$ cat config.mk
export PLATFORM = sky130hd
export DESIGN_NAME = md_unit
export DESIGN_NICKNAME = d
export VERILOG_FILES = /design/src/rtl/md_unit_pkg.sv /design/src/rtl/md_iter_step.sv /design/src/rtl/md_unit.sv
export SDC_FILE = /design/constraint.sdc
export NUM_CORES = 1
export LEC_CHECK = 0
export ABC_CLOCK_PERIOD_IN_PS = 5600
export BUFFER_PORTS_ARGS = -buffer_cell sky130_fd_sc_hd__buf_2
export CORE_MARGIN = 2
export CORE_UTILIZATION = 30
export CTS_BUF_LIST = sky130_fd_sc_hd__clkbuf_2
export CTS_CLUSTER_DIAMETER = 50
export DETAILED_ROUTE_END_ITERATION = 8
export PLACE_DENSITY_LB_ADDON = 0.08
export SYNTH_ARGS = -nofsm -noshare
export SYNTH_HDL_FRONTEND = slang
export SYNTH_SLANG_ARGS = --single-unit
$ cat constraint.sdc
create_clock -name clk -period 5.6 [get_ports clk]
set_input_delay 0.28 -clock clk [delete_from_list [all_inputs] [get_ports clk]]
set_output_delay 0.28 -clock clk [all_outputs]
set_load 0.005 [all_outputs]
$ cat src/rtl/md_unit_pkg.sv
// Shared definitions for the iterative multiply/divide unit: op codes,
// FSM state encoding and an op-code validity helper.
package md_unit_pkg;

  localparam logic [4:0] MD_MULT  = 5'd0;
  localparam logic [4:0] MD_MULTU = 5'd1;
  localparam logic [4:0] MD_DIV   = 5'd2;
  localparam logic [4:0] MD_DIVU  = 5'd3;
  localparam logic [4:0] MD_MTHI  = 5'd4;
  localparam logic [4:0] MD_MTLO  = 5'd5;

  typedef enum logic [1:0] {
    MD_IDLE = 2'd0,
    MD_CALC = 2'd1,
    MD_FIX  = 2'd2
  } md_state_e;

  function automatic logic is_md_op(input logic [4:0] op);
    return op <= MD_MTLO;
  endfunction

endpackage

$ cat src/rtl/md_iter_step.sv
// One iteration of the multiply/divide datapath. The 2*WIDTH accumulator is
// {upper, lower}. Multiply: LSB-first shift-add, multiplier sits in the lower
// half and is consumed one bit per step. Divide: restoring step, partial
// remainder in the upper half, dividend shifting out of / quotient shifting
// into the lower half.
module md_iter_step #(
  parameter int WIDTH = 32
) (
  input  logic               is_div,
  input  logic [2*WIDTH-1:0] acc_in,
  input  logic [WIDTH-1:0]   opb,
  output logic [2*WIDTH-1:0] acc_out
);

  logic [WIDTH:0] sum;
  logic [WIDTH:0] rem_sh;
  logic [WIDTH:0] diff;

  // Compute both candidate steps and pick by operation
  always_comb begin
    sum    = {1'b0, acc_in[2*WIDTH-1:WIDTH]} + (acc_in[0] ? {1'b0, opb} : '0);
    rem_sh = acc_in[2*WIDTH-1:WIDTH-1];
    diff   = rem_sh - {1'b0, opb};
    if (is_div) begin
      // diff[WIDTH] is the borrow: set means the divisor did not fit
      if (!diff[WIDTH]) begin
        acc_out = {diff[WIDTH-1:0], acc_in[WIDTH-2:0], 1'b1};
      end else begin
        acc_out = {rem_sh[WIDTH-1:0], acc_in[WIDTH-2:0], 1'b0};
      end
    end else begin
      acc_out = {sum, acc_in[WIDTH-1:1]};
    end
  end

endmodule

$ cat src/rtl/md_unit.sv
// Iterative multiply/divide unit with HI/LO result registers.
// Operands are converted to magnitudes on accept, iterated for WIDTH cycles,
// and the sign fix-up is applied in a single FIX cycle before HI/LO update.
module md_unit
  import md_unit_pkg::*;
#(
  parameter int WIDTH = 32
) (
  input  logic             clk,
  input  logic             reset,
  input  logic             start,
  input  logic [4:0]       op,
  input  logic [WIDTH-1:0] num1,
  input  logic [WIDTH-1:0] num2,
  output logic             busy,
  output logic [WIDTH-1:0] hi,
  output logic [WIDTH-1:0] lo,
  output logic             op_invalid,
  output logic             div_by_zero
);

  localparam int CNT_W = $clog2(WIDTH) + 1;
  localparam logic [CNT_W-1:0]   CNT_ONE = CNT_W'(1);
  localparam logic [WIDTH-1:0]   ONE_W   = WIDTH'(1);
  localparam logic [2*WIDTH-1:0] ONE_2W  = {{(2*WIDTH-1){1'b0}}, 1'b1};

  if (WIDTH < 4) begin : g_width_chk
    $error("md_unit: WIDTH must be at least 4");
  end

  // Control state
  md_state_e          state_q, state_d;
  logic [CNT_W-1:0]   cnt_q, cnt_d;
  logic               busy_q, busy_d;
  logic [WIDTH-1:0]   hi_q, hi_d;
  logic [WIDTH-1:0]   lo_q, lo_d;
  logic               dbz_q, dbz_d;

  // Datapath state (only meaningful after an accepted MULT/DIV)
  logic [2*WIDTH-1:0] acc_q, acc_d;
  logic [WIDTH-1:0]   opb_q, opb_d;
  logic               is_div_q, is_div_d;
  logic               neg_q_q, neg_q_d;
  logic               neg_r_q, neg_r_d;
  logic               dbz_pend_q, dbz_pend_d;

  logic signed [WIDTH-1:0] num1_s;
  logic signed [WIDTH-1:0] num2_s;
  logic               accept;
  logic               op_is_div;
  logic               signed_op;
  logic               sign1, sign2;
  logic [WIDTH-1:0]   mag1, mag2;
  logic [WIDTH-1:0]   quo, rem;
  logic [2*WIDTH-1:0] step_acc;

  function automatic logic [WIDTH-1:0] cond_neg_w(input logic [WIDTH-1:0] v, input logic en);
    return en ? ((~v) + ONE_W) : v;
  endfunction

  function automatic logic [2*WIDTH-1:0] cond_neg_2w(input logic [2*WIDTH-1:0] v, input logic en);
    return en ? ((~v) + ONE_2W) : v;
  endfunction

  assign num1_s     = num1;
  assign num2_s     = num2;
  assign op_invalid = start & ~is_md_op(op);
  assign accept     = start & is_md_op(op) & (state_q == MD_IDLE);
  assign op_is_div  = (op == MD_DIV) || (op == MD_DIVU);
  assign signed_op  = (op == MD_MULT) || (op == MD_DIV);

  md_iter_step #(.WIDTH(WIDTH)) u_step (
    .is_div  (is_div_q),
    .acc_in  (acc_q),
    .opb     (opb_q),
    .acc_out (step_acc)
  );

  // Next-state logic: accept, iterate, then sign fix-up and HI/LO write
  always_comb begin
    state_d    = state_q;
    cnt_d      = cnt_q;
    busy_d     = busy_q;
    hi_d       = hi_q;
    lo_d       = lo_q;
    dbz_d      = dbz_q;
    acc_d      = acc_q;
    opb_d      = opb_q;
    is_div_d   = is_div_q;
    neg_q_d    = neg_q_q;
    neg_r_d    = neg_r_q;
    dbz_pend_d = dbz_pend_q;
    sign1      = 1'b0;
    sign2      = 1'b0;
    mag1       = '0;
    mag2       = '0;
    quo        = '0;
    rem        = '0;
    case (state_q)
      MD_IDLE: begin
        if (accept) begin
          dbz_d = 1'b0;
          if (op == MD_MTHI) begin
            hi_d = num1;
          end else if (op == MD_MTLO) begin
            lo_d = num1;
          end else begin
            sign1      = signed_op & num1_s[WIDTH-1];
            sign2      = signed_op & num2_s[WIDTH-1];
            mag1       = cond_neg_w(num1, sign1);
            mag2       = cond_neg_w(num2, sign2);
            is_div_d   = op_is_div;
            neg_q_d    = sign1 ^ sign2;
            neg_r_d    = sign1;
            dbz_pend_d = op_is_div && (num2 == '0);
            opb_d      = op_is_div ? mag2 : mag1;
            acc_d      = {{WIDTH{1'b0}}, (op_is_div ? mag1 : mag2)};
            cnt_d      = CNT_W'(WIDTH);
            state_d    = MD_CALC;
            busy_d     = 1'b1;
          end
        end
      end
      MD_CALC: begin
        acc_d = step_acc;
        cnt_d = cnt_q - CNT_ONE;
        if (cnt_q == CNT_ONE) begin
          state_d = MD_FIX;
        end
      end
      MD_FIX: begin
        state_d = MD_IDLE;
        busy_d  = 1'b0;
        if (is_div_q) begin
          quo = cond_neg_w(acc_q[WIDTH-1:0], neg_q_q);
          // Remainder follows the dividend's sign; with a zero divisor the
          // restoring loop leaves |num1| here, so this restores num1 itself.
          rem = cond_neg_w(acc_q[2*WIDTH-1:WIDTH], neg_r_q);
          if (dbz_pend_q) begin
            quo   = '1;
            dbz_d = 1'b1;
          end
          lo_d = quo;
          hi_d = rem;
        end else begin
          {hi_d, lo_d} = cond_neg_2w(acc_q, neg_q_q);
        end
      end
      default: begin
        state_d = MD_IDLE;
        busy_d  = 1'b0;
      end
    endcase
  end

  // FSM and architectural registers, cleared by reset (reset beats start)
  always_ff @(posedge clk) begin
    if (reset) begin
      state_q <= MD_IDLE;
      cnt_q   <= '0;
      busy_q  <= 1'b0;
      hi_q    <= '0;
      lo_q    <= '0;
      dbz_q   <= 1'b0;
    end else begin
      state_q <= state_d;
      cnt_q   <= cnt_d;
      busy_q  <= busy_d;
      hi_q    <= hi_d;
      lo_q    <= lo_d;
      dbz_q   <= dbz_d;
    end
  end

  // Iteration datapath registers, loaded on accept so no reset is needed
  always_ff @(posedge clk) begin
    acc_q      <= acc_d;
    opb_q      <= opb_d;
    is_div_q   <= is_div_d;
    neg_q_q    <= neg_q_d;
    neg_r_q    <= neg_r_d;
    dbz_pend_q <= dbz_pend_d;
  end

  assign busy        = busy_q;
  assign hi          = hi_q;
  assign lo          = lo_q;
  assign div_by_zero = dbz_q;

endmodule
# ---- Word level (Yosys, flattened, before mapping)
# Cells that the tools add are included.
dict set report word_totals {
  ff_bits 174
  inputBits 72
  out_inout_bits 67
  wordCells 107
}
dict set report classes {
  n_addsub 8
  magnitude_cmp 1
  n_eq_ne 15
  muxes 41
  n_bitwise 15
  n_reduce_logical 15
}
# op n
set op_table {}
lappend op_table {{$mux W32} 15}
lappend op_table {{$mux W64} 6}
lappend op_table {{$add A32 B1 Y32 const B} 4}
lappend op_table {{$not A32 Y32} 4}
lappend op_table {{$pmux W32 S2} 2}
lappend op_table {{$pmux W64 S2} 1}
lappend op_table {{$add A64 B1 Y64 const B} 1}
lappend op_table {{$not A64 Y64} 1}
lappend op_table {{$add A32 B33 Y33} 1}
lappend op_table {{$sub A33 B32 Y33} 1}
lappend op_table {{$logic_not A32 Y1} 1}
lappend op_table {{$reduce_and A4 Y1} 6}
lappend op_table {{$mux W6} 3}
lappend op_table {{$ne A2 B2 Y1 const B} 6}
lappend op_table {{$pmux W6 S2} 1}
lappend op_table {{$eq A5 B2 Y1 const B} 2}
lappend op_table {{$eq A5 B3 Y1 const B} 2}
lappend op_table {{$mux W2} 4}
lappend op_table {{$eq A6 B1 Y1 const B} 1}
lappend op_table {{$mux W1} 6}
lappend op_table {{$sub A6 B1 Y6 const B} 1}
lappend op_table {{$and A1 B1 Y1} 5}
lappend op_table {{$le A5 B3 Y1 const B} 1}
lappend op_table {{$logic_not A5 Y1} 1}
lappend op_table {{other kinds (12)} 19}

# ---- Depth between registers and ports, before layout
# Gate-level depths: netlist of run 1.
dict set report depth {
  depth_word 9
  depth_mapped 13
  depth_no_buf 12
}

# ---- Hierarchy
# Synthesis of run 1 repeated with hierarchy kept, for this count alone.
dict set report hier_totals {
  hier_cells 1933
  area_unflattened_um2 15817.7
}
# mod instances cells_per_inst area_per_inst_um2 seq_area_each_um2
set modules_own_cells {}
lappend modules_own_cells {md_unit 1 1245 10996.8 4484.3}
lappend modules_own_cells {md_iter_step 1 688 4820.9 0.0}

# ---- Worst setup path after synthesis of run 1
# No wires, ideal clock.
dict set report synth_path {
  kind {input to register}
  startpoint {input port op[3]}
  endpoint {register cnt_q[5]}
  setup_ns 0.132
  arrival_ns 4.303
  required_ns 5.468
  path_slack_ns 1.165
  path_stages 7
  path_buffers 0
  path_cell_list {nor3_1 > a21oi_1 > nor2_1 > nand2_1 > nor3_1 > xnor2_1 > a21oi_1}
}
dict set report synth_via {
  elab_chain_len 5
  word_cells_on_any_way 9
  classes_between {order compare: 1; eq/ne: 5; bitwise: 2; reduce/logical: 1}
}
# item line
set synth_rtl {}
lappend synth_rtl {{start, declared} md_unit.sv:12} ;# input logic [4:0] op,
lappend synth_rtl {{$le A5 B3 Y1} md_unit_pkg.sv:19} ;# return op <= MD_MTLO;
lappend synth_rtl {{$and A1 B1 Y1 (2 in series)} md_unit.sv:68} ;# assign accept = start & is_md_op(op) & (state_q == MD_IDLE);
lappend synth_rtl {{$ne A2 B2 Y1 (no line)} n/a}
lappend synth_rtl {{$reduce_and A4 Y1 (no line) (*)} n/a}
lappend synth_rtl {{end signal, assigned} md_unit.sv:167} ;# cnt_q <= cnt_d;
lappend synth_rtl {{end, declared} md_unit.sv:33} ;# logic [CNT_W-1:0] cnt_q, cnt_d;
# Mark *: on every way between the ends. The rest lies on a longest branch, timed or not.
# A chain may end at the register's enable or synchronous reset.

# ---- Worst setup path in the final report of run 1
dict set report layout_path {
  startpoint {register acc_q[0]}
  endpoint {register acc_q[63], data pin}
}
dict set report layout_via {
  elab_chain_len 4
}
# item line
set layout_rtl {}
lappend layout_rtl {{start, declared} md_unit.sv:40} ;# logic [2*WIDTH-1:0] acc_q, acc_d;
lappend layout_rtl {{start signal, assigned} md_unit.sv:177} ;# acc_q <= acc_d;
lappend layout_rtl {{$mux W32} md_iter_step.sv:21} ;# sum = {1'b0, acc_in[2*WIDTH-1:WIDTH]} + (acc_in[0] ? {1'b0, opb} : '0);
lappend layout_rtl {{$add A32 B33 Y33} md_iter_step.sv:21}
lappend layout_rtl {{$mux W64} md_iter_step.sv:24} ;# if (is_div) begin
lappend layout_rtl {{$pmux W64 S2} md_unit.sv:99} ;# case (state_q)
# No other way between the ends.

==> qor.yml, run 1 <==
die:
  dieArea_um2: 50700
  ios: 139
  row_count: 81
  design.core.area_um2: 48600
  start_util_pct: 30.2
  die_w_um: 225
  fp.dieH_um: 225
min_path:
  hold_depth: 4
  hp-start: "num1[18]"
  holdPathEnd: "hi[18]"
  hold_path_class: "primary input to flip-flop"
routing:
  drt_iter0_markers: 1128
  dr.pass1.iters: 5
  num_vias: 13900
  routedWlPerCell_um: 21.6
  ant_nets: 0
  vias_per_cell: 5.40
  routed_wl_mm: 55.5
  drcViolationCount: 0
logic_synthesis:
  syn_nets: 1896
  synthArstFlopShare_pct: 0
  yosys_warnings: 0
  synth_top_area_share_pct: 20.5
  yosysMostFrequentCell: "nand2_1"
  synth.distinct_cells: 91
  synth_area_leader_cell: "edfxtp_1"
  postSynthCellCount: 1752
  synth.avg_cell_area_um2: 8.38
  synth_common_cells: "nand2_1, a21oi_1, nor2_1"
  synth-edff-count: 100
  ys_ff_latch: 174
  syn_area_um2: 14700
  synth_seq_area_share_pct: 30.6
  synthFlopType: "edfxtp_1"
  synthTopCellsByArea: "edfxtp_1, dfxtp_1, xnor2_1"
critical_path:
  critPathRequiredTime_ps: 6270
  worst-setup-path-type: "flip-flop to flip-flop"
  r2r-start: "acc_q[0]"
  critical_path_arrival_ps: 4560
  path_max_fanout: 32
  crit_path_start_kind: "flip-flop"
  rrSetupSlack_ps: 1710
  cp-end-kind: "flip-flop"
  worstRegToRegCells: 13
  timing.rr.end: "acc_q[63]"
placement:
  io_buffers: 138
  place_congestion: 0.869
  dp_cells: 2441
  post-dp-hpwl_mm: 41.8
grt:
  grt_pass1_vias: 13800
  grt-ovfl-total: 0
  grt_pass1_wl_mm: 85.0
  grt_max_degree: 71
  grt.total_usage_pct: 21.9
  antenna_found_initial: 1
timing:
  setup_viol_count_final: 0
  setup_tns_ps: 0
  min_period_over_period_pct: 69.5
  fin_skew_ps: 50.0
  max_slew_margin_pct: 23.1
  rsz0062_at_grt: "false"
  maxSlewViolCount: 0
  min_period_ps: 3890
  finalHoldViolCount: 0
  tightest_slew_ps: 1150
  fmax_ghz: 0.257
cells_and_area:
  syn_to_final_growth_pct: 17.3
  final-instance-count-excl-fill: 2573
  nets: 2081
  layout-drive-gt1-share_pct: 12.8
cts:
  path_clk_slew_ps: 270
  cts.sink_count: 174
  htree_num_levels: 4
  cts_tree: "done"
  cts_resized: 0
  cts-root-buf: "clkbuf_2"
  cts_max_path_buffers: 2
  cts_buffers: 17
  clock_latency_ps: 920
run_status:
  status: "finished, final reports clean"
power:
  irDropWorstVdd_v: 0.000122
  powerDensity_nw_per_um2: 168
  power_leakage_nw: 6.56
run:
  drv_cap: 0
## where the power goes
part	total (mW)	switching [mW]	internal [mW]
Clock	0.779	0.522	0.258
Combinational	0.662	0.396	0.267
Sequential	1.45	0.0492	1.40
## sequential cells by signal, indices dropped and copies added, names as in the netlist
| register | flops |
|---|---|
| acc_q | 64 |
| hi | 32 |
| lo | 32 |
| opb_q | 32 |
| cnt_q | 6 |
| state_q | 2 |
| busy | 1 |
| dbz_pend_q | 1 |
| div_by_zero | 1 |
| is_div_q | 1 |
| neg_q_q | 1 |
| neg_r_q | 1 |
## worst max path at each step
| stage | startpoint | endpoint | slack, ps | cells after the start |
|---|---|---|---|---|
| 2_1_floorplan | op[3] | cnt_q[5] | 1170 | 7 |
| 6_report | acc_q[0] | acc_q[63] | 1710 | 13 |
| 4_1_cts | acc_q[0] | acc_q[63] | 1640 | 13 |
| 3_3_place_gp | acc_q[0] | acc_q[63] | 1740 | 13 |
| 3_5_place_dp | acc_q[0] | acc_q[63] | 1670 | 13 |
| 5_1_grt | acc_q[0] | acc_q[63] | 1380 | 12 |
## logic make-up (layout without fill, tap and decap cells)
kind of cell,count (synthesis),in the layout,synth area share (%)
compound gates,510,510,23.3
xor+xnor,176,176,10.7
buf+inv,153,351,4.17
flops,174,174,30.6
fa+ha+maj,72,72,6.24
simple gates,577,577,18.9
mux,90,90,6.15
other cells,0,1,0
## layout by cell type, fill, tap and decap left out, drive strengths merged, types with 5 or more instances in the layout
master       count
o41ai           12
and3            15
o221ai          32
o211ai          13
nor4            16
mux2i           89
xor2            73
a311oi           6
nand2b          28
edfxtp         100
a31oi           36
clkbuf          19
inv             64
dfxtp           74
o21ai          101
buf            161
or3             11
nor3            43
o31ai           19
or4             14
ha              70
nor2           146
dlygate4sd3     99
a21o            36
a211oi          49
a21oi          149
nand3           44
nand4            5
nor2b           22
xnor2          103
or2              5
and2            10
o21a             7
clkinv           5
a221oi           8
nand2          206
## layout make-up
cell class | count | area, µm²
timing repair buffer | 260 | 1850
multi-input combinational | 1425 | 9620
sequential | 174 | 4480
clock inverter | 13 | 160
tap | 622 | 778
inverter | 59 | 221
fill | 5149 | 31400
antenna | 1 | 2.50
clock buffer | 19 | 95.1
## worst max-delay path: stages (launching register included)
cell and delay [ps]:
edfxtp_1 520, inv_1 80, buf_4 360, nor2_1 160, fa_1 450, a21o_1 220, a31oi_1 300, o31ai_1 190
a21oi_1 200, o21ai_1 210, a21o_1 260, a221o_1 330, a211oi_1 270, a311oi_1 80
## routing by layer
metal  global-route usage, %  vias to the layer above  routed length (µm)
met4                    5.81                        0                1030
met2                    35.0                      343               25200
met1                    31.0                     6682               27000
met3                    2.70                       54                2270
met5                       0                        -                   0
li1                        -                     6824                   -
## per-stage QoR
step	hold WS [ps]	power, mW	area [µm²]	util (%)	setup WS, ps
2_1_floorplan	448	1.86	14700	-	1170
3_3_place_gp	441	2.08	16000	32.8	1740
3_5_place_dp	441	2.08	16000	32.8	1670
4_1_cts	198	2.92	17200	35.4	1640
5_1_grt	273	3.02	17200	35.4	1380
6_report	310	2.89	17200	35.4	1710
## timing repair
item	in CTS	in global routing
endpoints found under the hold margin	137	0
buffers inserted	0	0
hold buffers	99	0
Power figures use the tool's default switching activity.
==> run 2, diff against run 1 <==
- ABC_AREA: not set -> 1
- ABC_CLOCK_PERIOD_IN_PS: 5600 -> 3950
- clock period: 5.6 -> 3.95 ns (I/O delays scaled with it)
==> qor.yml, run 2 <==
run_status:
  status: "finished, final reports clean"
routing:
  routed-wl-met3_mm: 4.24
  drt_iter0_markers: 1741
  num_vias: 20900
  dr.pass1.iters: 6
  m1WireLength_mm: 37.0
  dr.max_layer_used: "met4"
  ant_nets: 0
  routed_wl_mm: 85.7
  drcViolationCount: 0
  vias_per_cell: 5.18
  dr_wl_met2_mm: 41.1
  routedWlPerCell_um: 21.3
power:
  p_seq_share_pct: 44.9
  cell_internal_pwr_mw: 2.71
  power_leakage_nw: 10.3
  irDropWorstVdd_v: 0.000226
  powerDensity_nw_per_um2: 221
  switching_power_mw: 1.94
  finalPower_mw: 4.65
  pwr-share-clk_pct: 23.2
  p_sw_share_pct: 41.7
  combPwrFrac_pct: 31.9
cells_and_area:
  syn_to_final_growth_pct: 19.6
  mostFrequentLayoutCell: "nand2_1"
  final_area_um2: 21100
  fill_cells: 6525
  layout-drive-gt1-share_pct: 8.18
  layout_common_cells: "nand2_1, inv_1, nor2_1, nand3_1, o21ai_0"
  nets: 3394
  top_register: "acc_q"
  largest_register_ffs: 64
placement:
  place_congestion: 0.960
  dpl_cell_area_um2: 19200
  place_ws_ps: 564
  io_buffers: 138
  post-dp-hpwl_mm: 69.3
timing:
  min_period_ps: 3870
  min_period_over_period_pct: 97.9
  finalHoldViolCount: 0
  fin_skew_ps: 96.5
  fmax_ghz: 0.259
  rsz0062_at_grt: "false"
  tightest_slew_ps: 1000
  setup_viol_count_final: 0
  finalWorstSetupSlack_ps: 84.7
  setup_tns_ps: 0
  maxSlewViolCount: 0
  max_slew_margin_pct: 33.0
logic_synthesis:
  syn_nets: 3133
  ys_ff_latch: 174
  synth.distinct_cells: 44
  synthArstFlopShare_pct: 0
  yosys_warnings: 0
  synth_common_cells: "nand2_1, inv_1, nor2_1"
  synthFlopType: "edfxtp_1"
  yosysMostFrequentCell: "nand2_1"
  synth_area_leader_cell: "nand2_1"
  synth_top_area_share_pct: 18.0
  synthTopCellsByArea: "nand2_1, edfxtp_1, inv_1"
  synth_seq_area_share_pct: 25.4
  synth-edff-count: 100
  syn_area_um2: 17600
  synth.avg_cell_area_um2: 5.90
  postSynthCellCount: 2989
cts:
  cts_tree: "done"
  cts_max_path_buffers: 2
  path_clk_slew_ps: 340
  cts_buffers: 17
  cts-root-buf: "clkbuf_2"
  cts.sink_count: 174
  clock_latency_ps: 1140
  htree_num_levels: 4
critical_path:
  path_max_fanout: 28
  cp-end-kind: "flip-flop"
  worst-setup-path-type: "primary input to flip-flop"
  critical_path_arrival_ps: 4750
  critPathRequiredTime_ps: 4840
  crit_path_start_kind: "primary input"
grt:
  grt.total_usage_pct: 28.1
  grt_pass1_wl_mm: 125
  grt_pass1_vias: 20000
  antenna_found_initial: 1
  grt-ovfl-total: 0
  grt_max_degree: 89
die:
  design.core.area_um2: 57900
  start_util_pct: 30.5
  dieArea_um2: 60800
  die_w_um: 246
  fp.dieH_um: 246
  row_count: 88
  ios: 139
run:
  drv_cap: 0
min_path:
  hold_path_class: "primary input to flip-flop"
## run 2: final cells by class
type | count | area (µm²) | share of cell area [%]
diodes | 1 | 2.50 | 0.0119
clock buffers | 17 | 85.1 | 0.403
clock inverters | 15 | 151 | 0.718
inverters | 437 | 1640 | 7.77
multi-input cells | 2282 | 11100 | 52.8
flip-flops and latches | 174 | 4480 | 21.3
well taps | 765 | 957 | 4.54
repair buffers | 338 | 2650 | 12.5
## run 2: kinds of logic after synthesis
family | Yosys count | share of synthesized area, %
AOI/OAI and AO/OA | 540 | 16.4
xor gates and xnor gates | 72 | 3.57
adders and majority gates | 72 | 5.19
buffers and inverters | 533 | 11.6
DFF | 174 | 25.4
and+or+nand+nor | 1598 | 37.8
## run 2: repair_timing
item | CTS | global route
buffers inserted | 0 | 3
hold buffers | 166 | 0
gates resized for setup | 0 | 1
endpoints found under the setup margin | 0 | 1
hold endpoints to repair | 141 | 0
## run 2: through the flow
| step | hold WS [ps] | std cells | utilization (%) |
|---|---|---|---|
| 5_1_grt | 57.4 | 4029 | 36.4 |
| 4_1_cts | 0.752 | 4025 | 36.4 |
| 2_1_floorplan | 267 | 2989 | - |
| 6_report | 136 | 4029 | 36.4 |
| 3_5_place_dp | 461 | 3827 | 33.1 |
| 3_3_place_gp | 462 | 3827 | 33.1 |
## run 2: power groups by stage
| stage | Sequential (mW) | Combinational [mW] | Clock (mW) |
|---|---|---|---|
| 3_5_place_dp | 2.13 | 1.33 | 0 |
| 2_1_floorplan | 2.08 | 0.848 | 0 |
| 6_report | 2.09 | 1.48 | 1.08 |
| 5_1_grt | 2.10 | 1.63 | 1.17 |
| 4_1_cts | 2.09 | 1.47 | 1.12 |
| 3_3_place_gp | 2.13 | 1.33 | 0 |
## run 2: final timing paths
kind	start	to	slack (ps)	depth (start not counted)
max	op[4]	acc_q[29]	80	17
min	op[0]	lo[2]	140	5
max reg2reg	acc_q[31]	acc_q[38]	550	15
min reg2reg	busy	busy	490	2
## run 2: critical path, stage by stage
cell and delay, ps:
dlygate4sd3_1 530, buf_2 130, nor2_4 90, dlygate4sd3_1 620, nand3_1 350, nor2_2 220, buf_4 340, nand2_1 130
o21ai_1 150, nor2_1 130, nand2_1 90, xor2_1 300, dlygate4sd3_1 660, nand2_1 70, nand3_1 120, dlygate4sd3_1 570
nand2_1 50
## run 2: metal layers
layer / vias to the layer above / global-route usage [%]
met5: - / 0
met4: 0 / 11.0
met3: 116 / 3.66
met2: 690 / 48.1
met1: 9846 / 35.6
li1: 10200 / -
==> run 3, diff against run 2 <==
- ABC_AREA: 1 -> not set
==> qor.yml, run 3 (synthesis gave the netlist of run 1 again) <==
run_status:
  status: "finished, final reports clean"
timing:
  setup_tns_ps: 0
  setup_viol_count_final: 0
  finalHoldViolCount: 0
  max_slew_margin_pct: 42.7
  fmax_ghz: 0.269
  fin_skew_ps: 50.4
  maxSlewViolCount: 0
  rsz0062_at_grt: "false"
  tightest_slew_ps: 860
  min_period_ps: 3710
  min_period_over_period_pct: 94.0
placement:
  io_buffers: 138
  post-dp-hpwl_mm: 42.1
  dpl_cell_area_um2: 16200
  dp_cells: 2467
  place_congestion: 0.877
grt:
  antenna_found_initial: 1
  grt_pass1_vias: 14000
  grt-ovfl-total: 0
  grt_pass1_wl_mm: 85.1
  grt_max_degree: 79
  grt.total_usage_pct: 22.0
cells_and_area:
  syn_to_final_growth_pct: 19.3
  area.sequential_um2: 4480
  layout-drive-gt1-share_pct: 13.8
  top_register: "acc_q"
  final-instance-count-excl-fill: 2608
  multi_input_area_um2: 9620
  largest_register_ffs: 64
  final_area_um2: 17500
  mostFrequentLayoutCell: "nand2_1"
  fill_cells: 5178
  nets: 2116
  utilization_pct: 36.0
  layout_common_cells: "nand2_1, a21oi_1, nor2_1, buf_2, dlygate4sd3_1"
critical_path:
  crit_path_start_kind: "flip-flop"
  critPathRequiredTime_ps: 4640
  critical_path_arrival_ps: 4400
  critical_path.slowest_cell: "edfxtp_1"
  cp_slowest_stage_delay_ps: 530
  worstRegToRegCells: 13
  path_max_fanout: 14
  worst-setup-path-type: "flip-flop to flip-flop"
  cp_cell_sequence: "inv_1, buf_4, nor2_1, ha_1, a211o_1, a31oi_1, o31ai_1, a21oi_1, o21ai_1, a21o_1, a221o_1, a211oi_1, a311oi_1"
  cp-end-kind: "flip-flop"
cts:
  cts_hold_buf: 108
  cts.sink_count: 174
  cts_tree: "done"
  cts_buffers: 17
  cts_setup_buffers: 0
  clock_latency_ps: 920
  cts-root-buf: "clkbuf_2"
  htree_num_levels: 4
  cts_max_path_buffers: 2
  path_clk_slew_ps: 300
  cts_resized: 0
routing:
  num_vias: 14200
  ant_nets: 0
  dr_wl_met2_mm: 25.6
  drt_iter0_markers: 1015
  m1WireLength_mm: 26.5
  dr.max_layer_used: "met4"
  dr.pass1.iters: 5
  drcViolationCount: 0
  routed_wl_mm: 55.6
  vias_per_cell: 5.43
  routed-wl-met3_mm: 2.25
  routedWlPerCell_um: 21.3
power:
  power_leakage_nw: 6.72
  irDropWorstVdd_v: 0.000162
  powerDensity_nw_per_um2: 232
  finalPower_mw: 4.07
die:
  row_count: 81
  dieArea_um2: 50700
  die_w_um: 225
  ios: 139
  start_util_pct: 30.2
  fp.dieH_um: 225
  design.core.area_um2: 48600
min_path:
  hold_depth: 4
  hold_path_class: "primary input to flip-flop"
run:
  drv_cap: 0
run 3: cell count changes in the layout (fill, tap and decap cells not counted), sizes merged, moves of 28 or more:
cell	delta
nand2	-655
inv	-379
nor2	-236
nand3	-211
o21ai	-149
xnor2	+95
mux2i	+89
a21oi	-71
dlygate4sd3	-58
a211oi	+48
o221ai	+32
a21o	+31
nand4	-30
nand2b	+28
run 3: power breakdown:
group,switching (mW),internal [mW],leakage [nW]
combinational,0.573,0.396,5.06
sequential,0.0624,1.98,1.52
clock,0.755,0.299,0.143
total,1.39,2.68,6.72
run 3: worst max-delay path: cells and delay by family (launching register included):
kind	cells	cell delay (ps)
compound gates	9	2150
simple gates	1	70
buf+inv	2	370
fa+ha+maj	1	350
flops	1	530
run 3: path summary, 6_finish.rpt:
| path | start | endpoint | slack (ps) |
|---|---|---|---|
| worst max-delay path | acc_q[0] | acc_q[63] | 240 |
| worst min-delay path | num1[19] | hi[19] | 200 |
| worst max register to register | acc_q[0] | acc_q[63] | 240 |
| worst min register to register | lo[20] | lo[20] | 470 |
run 3: metrics by stage:
| step | setup WS (ps) | hold WS [ps] |
|---|---|---|
| 2_1_floorplan | 574 | 385 |
| 3_3_place_gp | 341 | 440 |
| 3_5_place_dp | 287 | 442 |
| 4_1_cts | 243 | 102 |
| 5_1_grt | 24.2 | 169 |
| 6_report | 239 | 201 |
run 3: per-layer routing:
metal  global-route usage (%)  vias to the layer above
li1                         -                     6875
met1                     30.4                     6873
met2                     35.9                      366
met3                     2.40                       53
met4                     6.64                        0
met5                        0                        -
run 3: cell type report:
type / instances / share of cell area, %
multi-input combinational: 1425 / 54.9
sequential: 174 / 25.6
timing repair buffer: 295 / 12.4
tap: 622 / 4.44
inverter: 59 / 1.26
clock inverter: 13 / 0.786
clock buffer: 19 / 0.543
antenna: 1 / 0.0143
